## src/rtl/uart_row_pkg.sv

```systemverilog
// Shared codes and enums for the row-transfer UART protocol, used by both the
// sender and the receiver controller.
package uart_row_pkg;

  localparam logic [7:0] UR_END_WORD = 8'hDD;
  localparam logic [7:0] UR_ACK_ROW  = 8'hCC;
  localparam logic [7:0] UR_ACK_DATA = 8'hAA;
  localparam logic [7:0] UR_ACK_OK   = 8'hBC;
  localparam logic [7:0] UR_ACK_NACK = 8'h11;

  typedef enum logic [1:0] {
    ST_OK      = 2'd0,
    ST_NACK    = 2'd1,
    ST_BAD_ACK = 2'd2,
    ST_TIMEOUT = 2'd3
  } status_e;

  typedef enum logic [1:0] {
    PH_START,
    PH_ROW,
    PH_DATA,
    PH_END
  } phase_e;

  typedef enum logic [2:0] {
    S_IDLE,
    S_TX_LOAD,
    S_TX_WAIT,
    S_ACK_WAIT,
    S_FINISH
  } state_e;

endpackage

```

## src/rtl/uart_row_sender_if.sv

```systemverilog
// Byte-level link between the row sender and its UART transmitter/receiver pair.
interface uart_row_sender_if;
  logic [7:0] tx_data;
  logic       tx_start;
  logic       tx_busy;
  logic [7:0] rx_data;
  logic       rx_done;

  modport master (output tx_data, tx_start, input tx_busy, rx_data, rx_done);
  modport slave  (input tx_data, tx_start, output tx_busy, rx_data, rx_done);
endinterface

```

## src/rtl/uart_row_timeout.sv

```systemverilog
// Wait-state watchdog: counts cycles while run is high, clears whenever run drops,
// and flags expiry on the TIMEOUT_CYCLES-th cycle of a continuous run.
module uart_row_timeout #(
  parameter int TIMEOUT_CYCLES = 100000
) (
  input  logic clk,
  input  logic rst,
  input  logic run,
  output logic expired
);
  localparam int CNT_W = (TIMEOUT_CYCLES > 2) ? $clog2(TIMEOUT_CYCLES) : 1;
  localparam logic [CNT_W-1:0] LAST = CNT_W'(TIMEOUT_CYCLES - 1);

  logic [CNT_W-1:0] count;

  always_ff @(posedge clk) begin
    if (rst || !run) begin
      count <= '0;
    end else if (count != LAST) begin
      count <= count + CNT_W'(1);
    end
  end

  assign expired = run && (count == LAST);
endmodule

```

## src/rtl/uart_row_sender.sv

```systemverilog
// Initiator of the row-transfer UART protocol: sends start, row, pixel bytes and
// END_WORD one at a time, checking each acknowledgement the responder returns.
module uart_row_sender
  import uart_row_pkg::*;
#(
  parameter int         DATA_BYTES     = 240,
  parameter logic [7:0] END_WORD       = UR_END_WORD,
  parameter logic [7:0] ACK_ROW        = UR_ACK_ROW,
  parameter logic [7:0] ACK_DATA       = UR_ACK_DATA,
  parameter logic [7:0] ACK_OK         = UR_ACK_OK,
  parameter logic [7:0] ACK_NACK       = UR_ACK_NACK,
  parameter int         TIMEOUT_CYCLES = 100000
) (
  input  logic                    clk,
  input  logic                    rst,
  input  logic                    start,
  input  logic [8:0]              row,
  input  logic [8*DATA_BYTES-1:0] row_data,
  output logic                    ready,
  output logic                    done,
  output status_e                 status,
  uart_row_sender_if.master       link
);
  localparam int IDX_W = (DATA_BYTES > 1) ? $clog2(DATA_BYTES) : 1;
  localparam logic [IDX_W-1:0] LAST_IDX = IDX_W'(DATA_BYTES - 1);

  state_e                  state;
  phase_e                  phase;
  logic [IDX_W-1:0]        idx;
  logic                    busy_seen;
  logic [8:0]              row_q;
  logic [8*DATA_BYTES-1:0] row_data_q;
  logic [7:0]              phase_byte;
  logic [7:0]              ack_expect;
  logic                    accept;
  logic                    tx_exit;
  logic                    tmo_run;
  logic                    tmo_expired;

  assign accept  = (state == S_IDLE) && start && ready;
  assign tx_exit = (state == S_TX_WAIT) && busy_seen && !link.tx_busy;
  // Leaving TX_WAIT drops run for a cycle so the next wait state starts from zero.
  assign tmo_run = (state == S_ACK_WAIT) || ((state == S_TX_WAIT) && !tx_exit);

  uart_row_timeout #(.TIMEOUT_CYCLES(TIMEOUT_CYCLES)) u_timeout (
    .clk     (clk),
    .rst     (rst),
    .run     (tmo_run),
    .expired (tmo_expired)
  );

  always_comb begin
    // NOTE: defaults first so every path assigns both outputs and no latch is inferred.
    phase_byte = END_WORD;
    ack_expect = ACK_DATA;
    unique case (phase)
      PH_START: begin
        phase_byte = {7'b0, row_q[8]};
        ack_expect = ACK_ROW;
      end
      PH_ROW: begin
        phase_byte = row_q[7:0];
        ack_expect = ACK_ROW;
      end
      PH_DATA: phase_byte = row_data_q[8*int'(idx) +: 8];
      PH_END:  phase_byte = END_WORD;
    endcase
  end

  // NOTE: the frame payload registers have no reset; they are only read after an accept loads them.
  always_ff @(posedge clk) begin
    if (accept) begin
      row_q      <= row;
      row_data_q <= row_data;
    end
  end

  // NOTE: non-blocking assignments throughout, so the pulse defaults below are overridden by later lines.
  always_ff @(posedge clk) begin
    if (rst) begin
      state        <= S_IDLE;
      phase        <= PH_START;
      idx          <= '0;
      busy_seen    <= 1'b0;
      ready        <= 1'b1;
      done         <= 1'b0;
      status       <= ST_OK;
      link.tx_data  <= 8'h00;
      link.tx_start <= 1'b0;
    end else begin
      link.tx_start <= 1'b0;
      done          <= 1'b0;
      unique case (state)
        S_IDLE: begin
          if (accept) begin
            phase  <= PH_START;
            idx    <= '0;
            status <= ST_OK;
            ready  <= 1'b0;
            state  <= S_TX_LOAD;
          end
        end
        S_TX_LOAD: begin
          if (!link.tx_busy) begin
            link.tx_data  <= phase_byte;
            link.tx_start <= 1'b1;
            busy_seen     <= 1'b0;
            state         <= S_TX_WAIT;
          end
        end
        S_TX_WAIT: begin
          if (tx_exit) begin
            // The last pixel byte is not acknowledged; go straight on to END_WORD.
            if (phase == PH_DATA && idx == LAST_IDX) begin
              phase <= PH_END;
              state <= S_TX_LOAD;
            end else begin
              state <= S_ACK_WAIT;
            end
          end else if (tmo_expired) begin
            status <= ST_TIMEOUT;
            done   <= 1'b1;
            state  <= S_FINISH;
          end else if (link.tx_busy) begin
            busy_seen <= 1'b1;
          end
        end
        S_ACK_WAIT: begin
          if (link.rx_done) begin
            if (phase == PH_END) begin
              if (link.rx_data == ACK_OK)        status <= ST_OK;
              else if (link.rx_data == ACK_NACK) status <= ST_NACK;
              else                               status <= ST_BAD_ACK;
              done  <= 1'b1;
              state <= S_FINISH;
            end else if (link.rx_data != ack_expect) begin
              status <= ST_BAD_ACK;
              done   <= 1'b1;
              state  <= S_FINISH;
            end else begin
              state <= S_TX_LOAD;
              if (phase == PH_START) begin
                phase <= PH_ROW;
              end else if (phase == PH_ROW) begin
                phase <= PH_DATA;
                idx   <= '0;
              end else begin
                idx <= idx + IDX_W'(1);
              end
            end
          end else if (tmo_expired) begin
            status <= ST_TIMEOUT;
            done   <= 1'b1;
            state  <= S_FINISH;
          end
        end
        S_FINISH: begin
          ready <= 1'b1;
          state <= S_IDLE;
        end
        default: state <= S_IDLE;
      endcase
    end
  end
endmodule

```

## src/flat_wrapper.sv

```systemverilog
// flat-port wrapper written by rule: the top's interface ports become plain ports
module uart_row_sender_flat import uart_row_pkg::*;
#(
  parameter int         DATA_BYTES     = 240,
  parameter logic [7:0] END_WORD       = UR_END_WORD,
  parameter logic [7:0] ACK_ROW        = UR_ACK_ROW,
  parameter logic [7:0] ACK_DATA       = UR_ACK_DATA,
  parameter logic [7:0] ACK_OK         = UR_ACK_OK,
  parameter logic [7:0] ACK_NACK       = UR_ACK_NACK,
  parameter int         TIMEOUT_CYCLES = 100000
)
  (clk, rst, start, row, row_data, ready, done, status, link_tx_data, link_tx_start, link_tx_busy, link_rx_data, link_rx_done);
  uart_row_sender_if link_i ();
  input  logic clk;
  input  logic rst;
  input  logic start;
  input  logic [8:0] row;
  input  logic [8*DATA_BYTES-1:0] row_data;
  output logic ready;
  output logic done;
  output status_e status;
  output wire logic [$bits(link_i.tx_data)-1:0] link_tx_data;
  output wire logic [$bits(link_i.tx_start)-1:0] link_tx_start;
  input wire logic [$bits(link_i.tx_busy)-1:0] link_tx_busy;
  input wire logic [$bits(link_i.rx_data)-1:0] link_rx_data;
  input wire logic [$bits(link_i.rx_done)-1:0] link_rx_done;
  assign link_tx_data = link_i.tx_data;
  assign link_tx_start = link_i.tx_start;
  assign link_i.tx_busy = link_tx_busy;
  assign link_i.rx_data = link_rx_data;
  assign link_i.rx_done = link_rx_done;
  uart_row_sender #(.DATA_BYTES(DATA_BYTES), .END_WORD(END_WORD), .ACK_ROW(ACK_ROW), .ACK_DATA(ACK_DATA), .ACK_OK(ACK_OK), .ACK_NACK(ACK_NACK), .TIMEOUT_CYCLES(TIMEOUT_CYCLES)) u_core (.clk(clk), .rst(rst), .start(start), .row(row), .row_data(row_data), .ready(ready), .done(done), .status(status), .link(link_i));
endmodule
```

## config.mk

```make
export PLATFORM = sky130hd
export DESIGN_NAME = uart_row_sender_flat
export DESIGN_NICKNAME = d
export VERILOG_FILES = /design/src/rtl/uart_row_pkg.sv /design/src/rtl/uart_row_sender_if.sv /design/src/rtl/uart_row_timeout.sv /design/src/rtl/uart_row_sender.sv /design/src/flat_wrapper.sv
export SDC_FILE = /design/constraint.sdc
export NUM_CORES = 2
export LEC_CHECK = 0
export ABC_CLOCK_PERIOD_IN_PS = 57600
export BUFFER_PORTS_ARGS = -buffer_cell sky130_fd_sc_hd__buf_4
export CAP_MARGIN = 30
export CORE_AREA = 5 5 756 758
export CTS_CLUSTER_DIAMETER = 120
export DETAILED_ROUTE_END_ITERATION = 7
export DIE_AREA = 0 0 761 763
export SLEW_MARGIN = 25
export SYNTH_ARGS = -nofsm -noshare
export SYNTH_HDL_FRONTEND = slang
export SYNTH_SLANG_ARGS = --single-unit
```

## constraint.sdc

```tcl
create_clock -name clk -period 57.6 [get_ports clk]
set_clock_uncertainty 0.1 [all_clocks]
set_input_delay 2.88 -clock clk [delete_from_list [all_inputs] [get_ports clk]]
set_output_delay 2.88 -clock clk [all_outputs]
set_load 0.01 [all_outputs]
```

After elaboration in Yosys (flattened, before gate mapping)
Cells that the tools add are included.
Storage, ports and cells
  register bits: 1973
  latch bits: 0
  memory bits (writable): 0
  ROM bits: 0
  input port bits: 1942
  output and inout port bits: 13
  logic and storage cells: 119
  memories: 0
Cells by class
  $add $sub $neg: 2
  multiply operators: 0
  divide/modulo/power cells: 0
  order comparisons: 0
  equal/unequal tests: 26
  shifts and indexed selects: 1
  multiplexer cells: 49
  bitwise logic cells: 2
  reduce and logical (&&, ||, !) cells: 27
Operators with widths (count)
  $shiftx 1920x12->8: 1
  $mux 8: 6
  $mux 2: 16
  $pmux 8 s4: 1
  $mux 3: 7
  $ne 2x2->1 const B: 9
  $add 17x1->17 const B: 1
  $eq 17x17->1 const B: 1
  $ne 17x17->1 const B: 1
  $eq 8x8->1 const B: 2
  $pmux 8 s2: 1
  $pmux 2 s3: 2
  $pmux 3 s4: 1
  $mux 1: 11
  $add 8x1->8 const B: 1
  $eq 8x5->1 const B: 1
  $ne 8x8->1: 1
  $reduce_and 8->1: 1
  $logic_and 1x1->1: 7
  $mux 7: 1
  $eq 3x2->1 const B: 2
  $pmux 1 s2: 3
  $reduce_and 2->1: 3
  $reduce_and 6->1: 1
  other kinds (17): 26

Depth between registers and ports, before layout
  word-level depth: 10
  depth in mapped cells: 14
  mapped depth without buffers: 8

Modules after synthesis
Synthesis repeated with hierarchy kept, for this count alone.
Second synthesis, totals
  cell total of the unflattened synthesis: 3539
  area total of the unflattened synthesis: 76309.4 um^2
Modules (own cells, without submodules)
  uart_row_sender: times used 1, cells an instance 3440, area an instance 75434.8 um^2, seq. area each 58466.1 um^2
  uart_row_timeout: times used 1, cells an instance 99, area an instance 874.6 um^2, seq. area each 340.3 um^2

Least setup slack after synthesis
Ideal clock, no wire load.
  kind: input to register
  start: input start
  end: register u_core.row_data_q[0] (enable)
  data arrival time: 40084 ps
  required time: 55252 ps
  slack: 15168 ps
  cell stages on the path: 2
  path through: nand4b_1 inv_1
Between the ends
  word-level cells in the longest chain between the ends: 2
RTL lines
  from (decl): line flat_wrapper.sv:16  | input logic start;
  $logic_and 1x1->1 (2 in series): line uart_row_sender.sv:40  | assign accept = (state == S_IDLE) && start && ready;
  via u_core.accept: line uart_row_sender.sv:35  | logic accept;
  to (signal assigned): line uart_row_sender.sv:74  | row_data_q <= row_data;
  to (decl): line uart_row_sender.sv:32  | logic [8*DATA_BYTES-1:0] row_data_q;
The timed path passes the listed nets, and every way through them passes these cells.
A chain may end at the register's enable or synchronous reset.

Worst setup path in the final report
  start: input start
  end: register u_core.row_data_q[486] (enable)
Same word-level chain as after synthesis.

==> results by group <==
Worst setup path
  • Worst Reg2Reg Path Length in Cells: 10
  • Critical path class: in -> reg
  • Slowest CP cell: buf_4
  • CP arrival: 9.55 ns
  • R2R Setup Slk: 49.88 ns
  • Crit-path max cell delay: 0.87 ns
  • Cell mode on critical path: buf_4
  • Worst-path maximum fanout: 163
  • Crit path cell chain: buf_4 -> nand4b_1 -> inv_8 -> buf_12 -> buf_12 -> buf_4 -> buf_4 -> buf_4 -> buf_4 -> buf_4
  • R2R Path End: u_core.row_data_q[486]
  • RR Startpoint: u_core.state[0]
  • CP Launch Type: input port
  • Worst Path Required: 58.04 ns
  • Worst setup EP type: register

Synthesis
  • Post-synth EDFFs: 1929
  • Main synth FF type: edfxtp_1
  • Area leader, netlist: edfxtp_1
  • Post-synthesis cell count: 3628
  • Avg Inst Size Synth: 21.1 um^2
  • Synth top area cells: edfxtp_1 (76%), mux4_2 (10%), mux2i_1 (4.3%)
  • Area share of the largest cell type after synthesis: 75.7%
  • Synth cell types: 82
  • Register area share after synthesis: 76.8%
  • Post-synth ARST share: 0%
  • Synthesized flop and latch total: 1973
  • Synthesis warning total: 0
  • Mapped Nets: 5572
  • Synthesized cell area: 76500 um^2

Detailed routing
  • Antenna violation net count after detailed routing: 0
  • Wire per inst: 29.4 um
  • Vias per Instance: 3.41
  • Number of remaining DRC errors: 0
  • 1st-pass router iterations: 5
  • Final WL: 397 mm
  • Initial detailed-routing violation count: 3694
  • Vias: 46097

Run
  • Max_cap viols: 0

STA
  • RSZ-0062 raised after global routing: false
  • FMAX: 110 MHz
  • Count of final setup violators: 0
  • Hold Vio Cnt, Final: 0
  • Relative slew margins: 13.8%
  • Max-slew violation count: 0
  • Final Cycle Share: 15.8%
  • Final min period: 9.11 ns
  • Setup TNS: 0 ns
  • Worst-Margin Slew: 1.29 ns

Place
  • GPL Wtd Cong: 0.813
  • Hpwl dp: 321 mm
  • Port bufs: 1954
  • DP Area: 101000 um^2

Worst hold path
  • Hold path endpoint: u_core.busy_seen
  • Hold path depth: 2
  • Worst min path class: reg -> reg
  • Hold Path Origin: u_core.busy_seen

Clock tree
  • Setup repair bufs after CTS: 0
  • Post_cts resized: 0
  • TritonCTS clock tree: built
  • Clock Latency Late Sink: 0.89 ns
  • CTS sink count: 1973
  • Inserted Clock Buffers: 224
  • Hold_buf cts: 0
  • H-tree levels: 4
  • CTS clk-pin slew, worst paths: 0.06 ns
  • Clock buffer depth: 4
  • Clk root buf: clkbuf_16

Die
  • Die width: 761 um
  • Row count: 276
  • Die height: 763 um
  • I/O pins: 1955
  • CORE AREA: 564000 um^2
  • Die area: 581000 um^2
  • Initial Util: 13.6%

Global route
  • Pin count of the biggest net entering global routing: 174
  • Vias in the first global route: 48216
  • Global-route wire length before repair: 493 mm
  • Antenna violations before repair: 160
  • Grt ovf: 0
  • GRT Total Usage: 13.0%

Run status
  • Run status: complete, no violations

Cells and area
  • Synth-to-Final Area Change: 41.8%
  • Fin nets: 7708
  • Layout cells sized above 1: 48.3%
  • Finished Cell Area: 109000 um^2

Pwr
  • Pwr/cell area: 33.5 nW/um^2
  • Leakage: 0.0368 uW
  • Max VDD drop: 0.0307 mV
[registers in the layout (all words and copies together) (netlist names)]
name	cells
u_core.busy_seen	1
u_core.done	1
u_core.idx	8
u_core.link.tx_data	8
u_core.link.tx_start	1
u_core.phase	2
u_core.ready	1
u_core.row_data_q	1920
u_core.row_q	9
u_core.state	3
u_core.status	2
u_core.u_timeout.count	17
[worst max-delay path, delay by kind of cell]
| kind | cells | cell delay (ns) |
|---|---|---|
| buffers and inverters | 9 | 5.59 |
| AND/OR/NAND/NOR | 1 | 0.33 |
[area by class of cell]
class | count | area (um^2)
Antenna cell | 69 | 173
Clock buffer | 262 | 5830
Clock inverter | 140 | 1520
Fill cell | 60048 | 455000
Inverter | 11 | 66.3
Multi-Input combinational cell | 1436 | 16600
Sequential cell | 1973 | 58800
Tap cell | 7506 | 9390
Timing Repair Buffer | 2118 | 16100
[placed cells by master (no fill, tap or decap), drive strengths merged, types with 10 or more instances in the layout]
master,instances
buf,2118
edfxtp,1929
mux4,354
mux2i,330
clkbuf,262
o221ai,106
a21oi,99
clkinv,92
nor2,73
diode,69
nand2,59
o22ai,54
nor3,53
dfxtp,44
o21ai,34
inv,32
nand3,25
bufinv,22
a211oi,20
a221oi,19
a22oi,16
nor2b,16
xor2,12
o31ai,11
a221o,10
nand2b,10
[synth_stat cells (25+ instances only)]
master,instances
a21oi_1,99
buf_2,42
buf_4,26
buf_6,36
clkbuf_1,67
dfxtp_1,44
edfxtp_1,1929
mux2i_1,330
mux4_2,339
nand2_1,59
nand3_1,25
nor2_1,73
nor3_1,52
o21ai_0,27
o221ai_1,106
o22ai_1,54
[power breakdown]
group | internal, uW | switching, uW | total [uW]
clock network | 827 | 610 | 1440
logic | 189 | 234 | 423
registers | 1730 | 42.0 | 1770
total | 2750 | 886 | 3630
[routing by layer]
layer  vias to the layer above  share of wire (%)  track usage (%)
met3                       449                8.2             3.71
li1                      19737                  -                -
met5                         -              0.064                0
met4                        40                2.6             3.13
met2                      2326                 50             23.1
met1                     23545                 39             15.5
[kinds of logic (layout without fill, tap and decap cells)]
family | count (synthesis) | in the layout | share of synthesized area [%]
xor gates and xnor gates | 19 | 19 | 0.217
muxes | 687 | 687 | 14.9
adders and majority gates | 2 | 2 | 0.0327
AOI/OAI and AO/OA | 441 | 441 | 4.19
buffers and inverters | 219 | 2531 | 2.00
DFF | 1973 | 1973 | 76.8
other | 0 | 69 | 0
and+or+nand+nor | 287 | 287 | 1.88
[through the flow]
step | std cells | setup slack, ns | hold slack (ns) | total power, uW | utilization [%]
2_1_floorplan | 3628 | 15.17 | 0.355 | 2240 | -
3_3_place_gp | 13022 | 47.67 | 0.379 | 2230 | 17.9
3_5_place_dp | 13041 | 47.56 | 0.383 | 2240 | 17.9
4_1_cts | 13443 | 48.63 | 0.399 | 3700 | 19.2
5_1_grt | 13464 | 48.16 | 0.427 | 3770 | 19.2
6_report | 13515 | 48.49 | 0.399 | 3630 | 19.3
[worst max-delay path by stage]
stage	from	to	slack, ns	cells past startpoint
global placement	start	u_core.row_data_q[438]	47.67	10
CTS	start	u_core.row_data_q[486]	48.63	10
global route	start	u_core.row_data_q[728]	48.16	10
finish	start	u_core.row_data_q[486]	48.49	10
floorplan	start	u_core.row_data_q[0]	15.17	2
detailed placement	start	u_core.row_data_q[592]	47.56	10
Note: power is estimated with default switching activity, not from simulation.
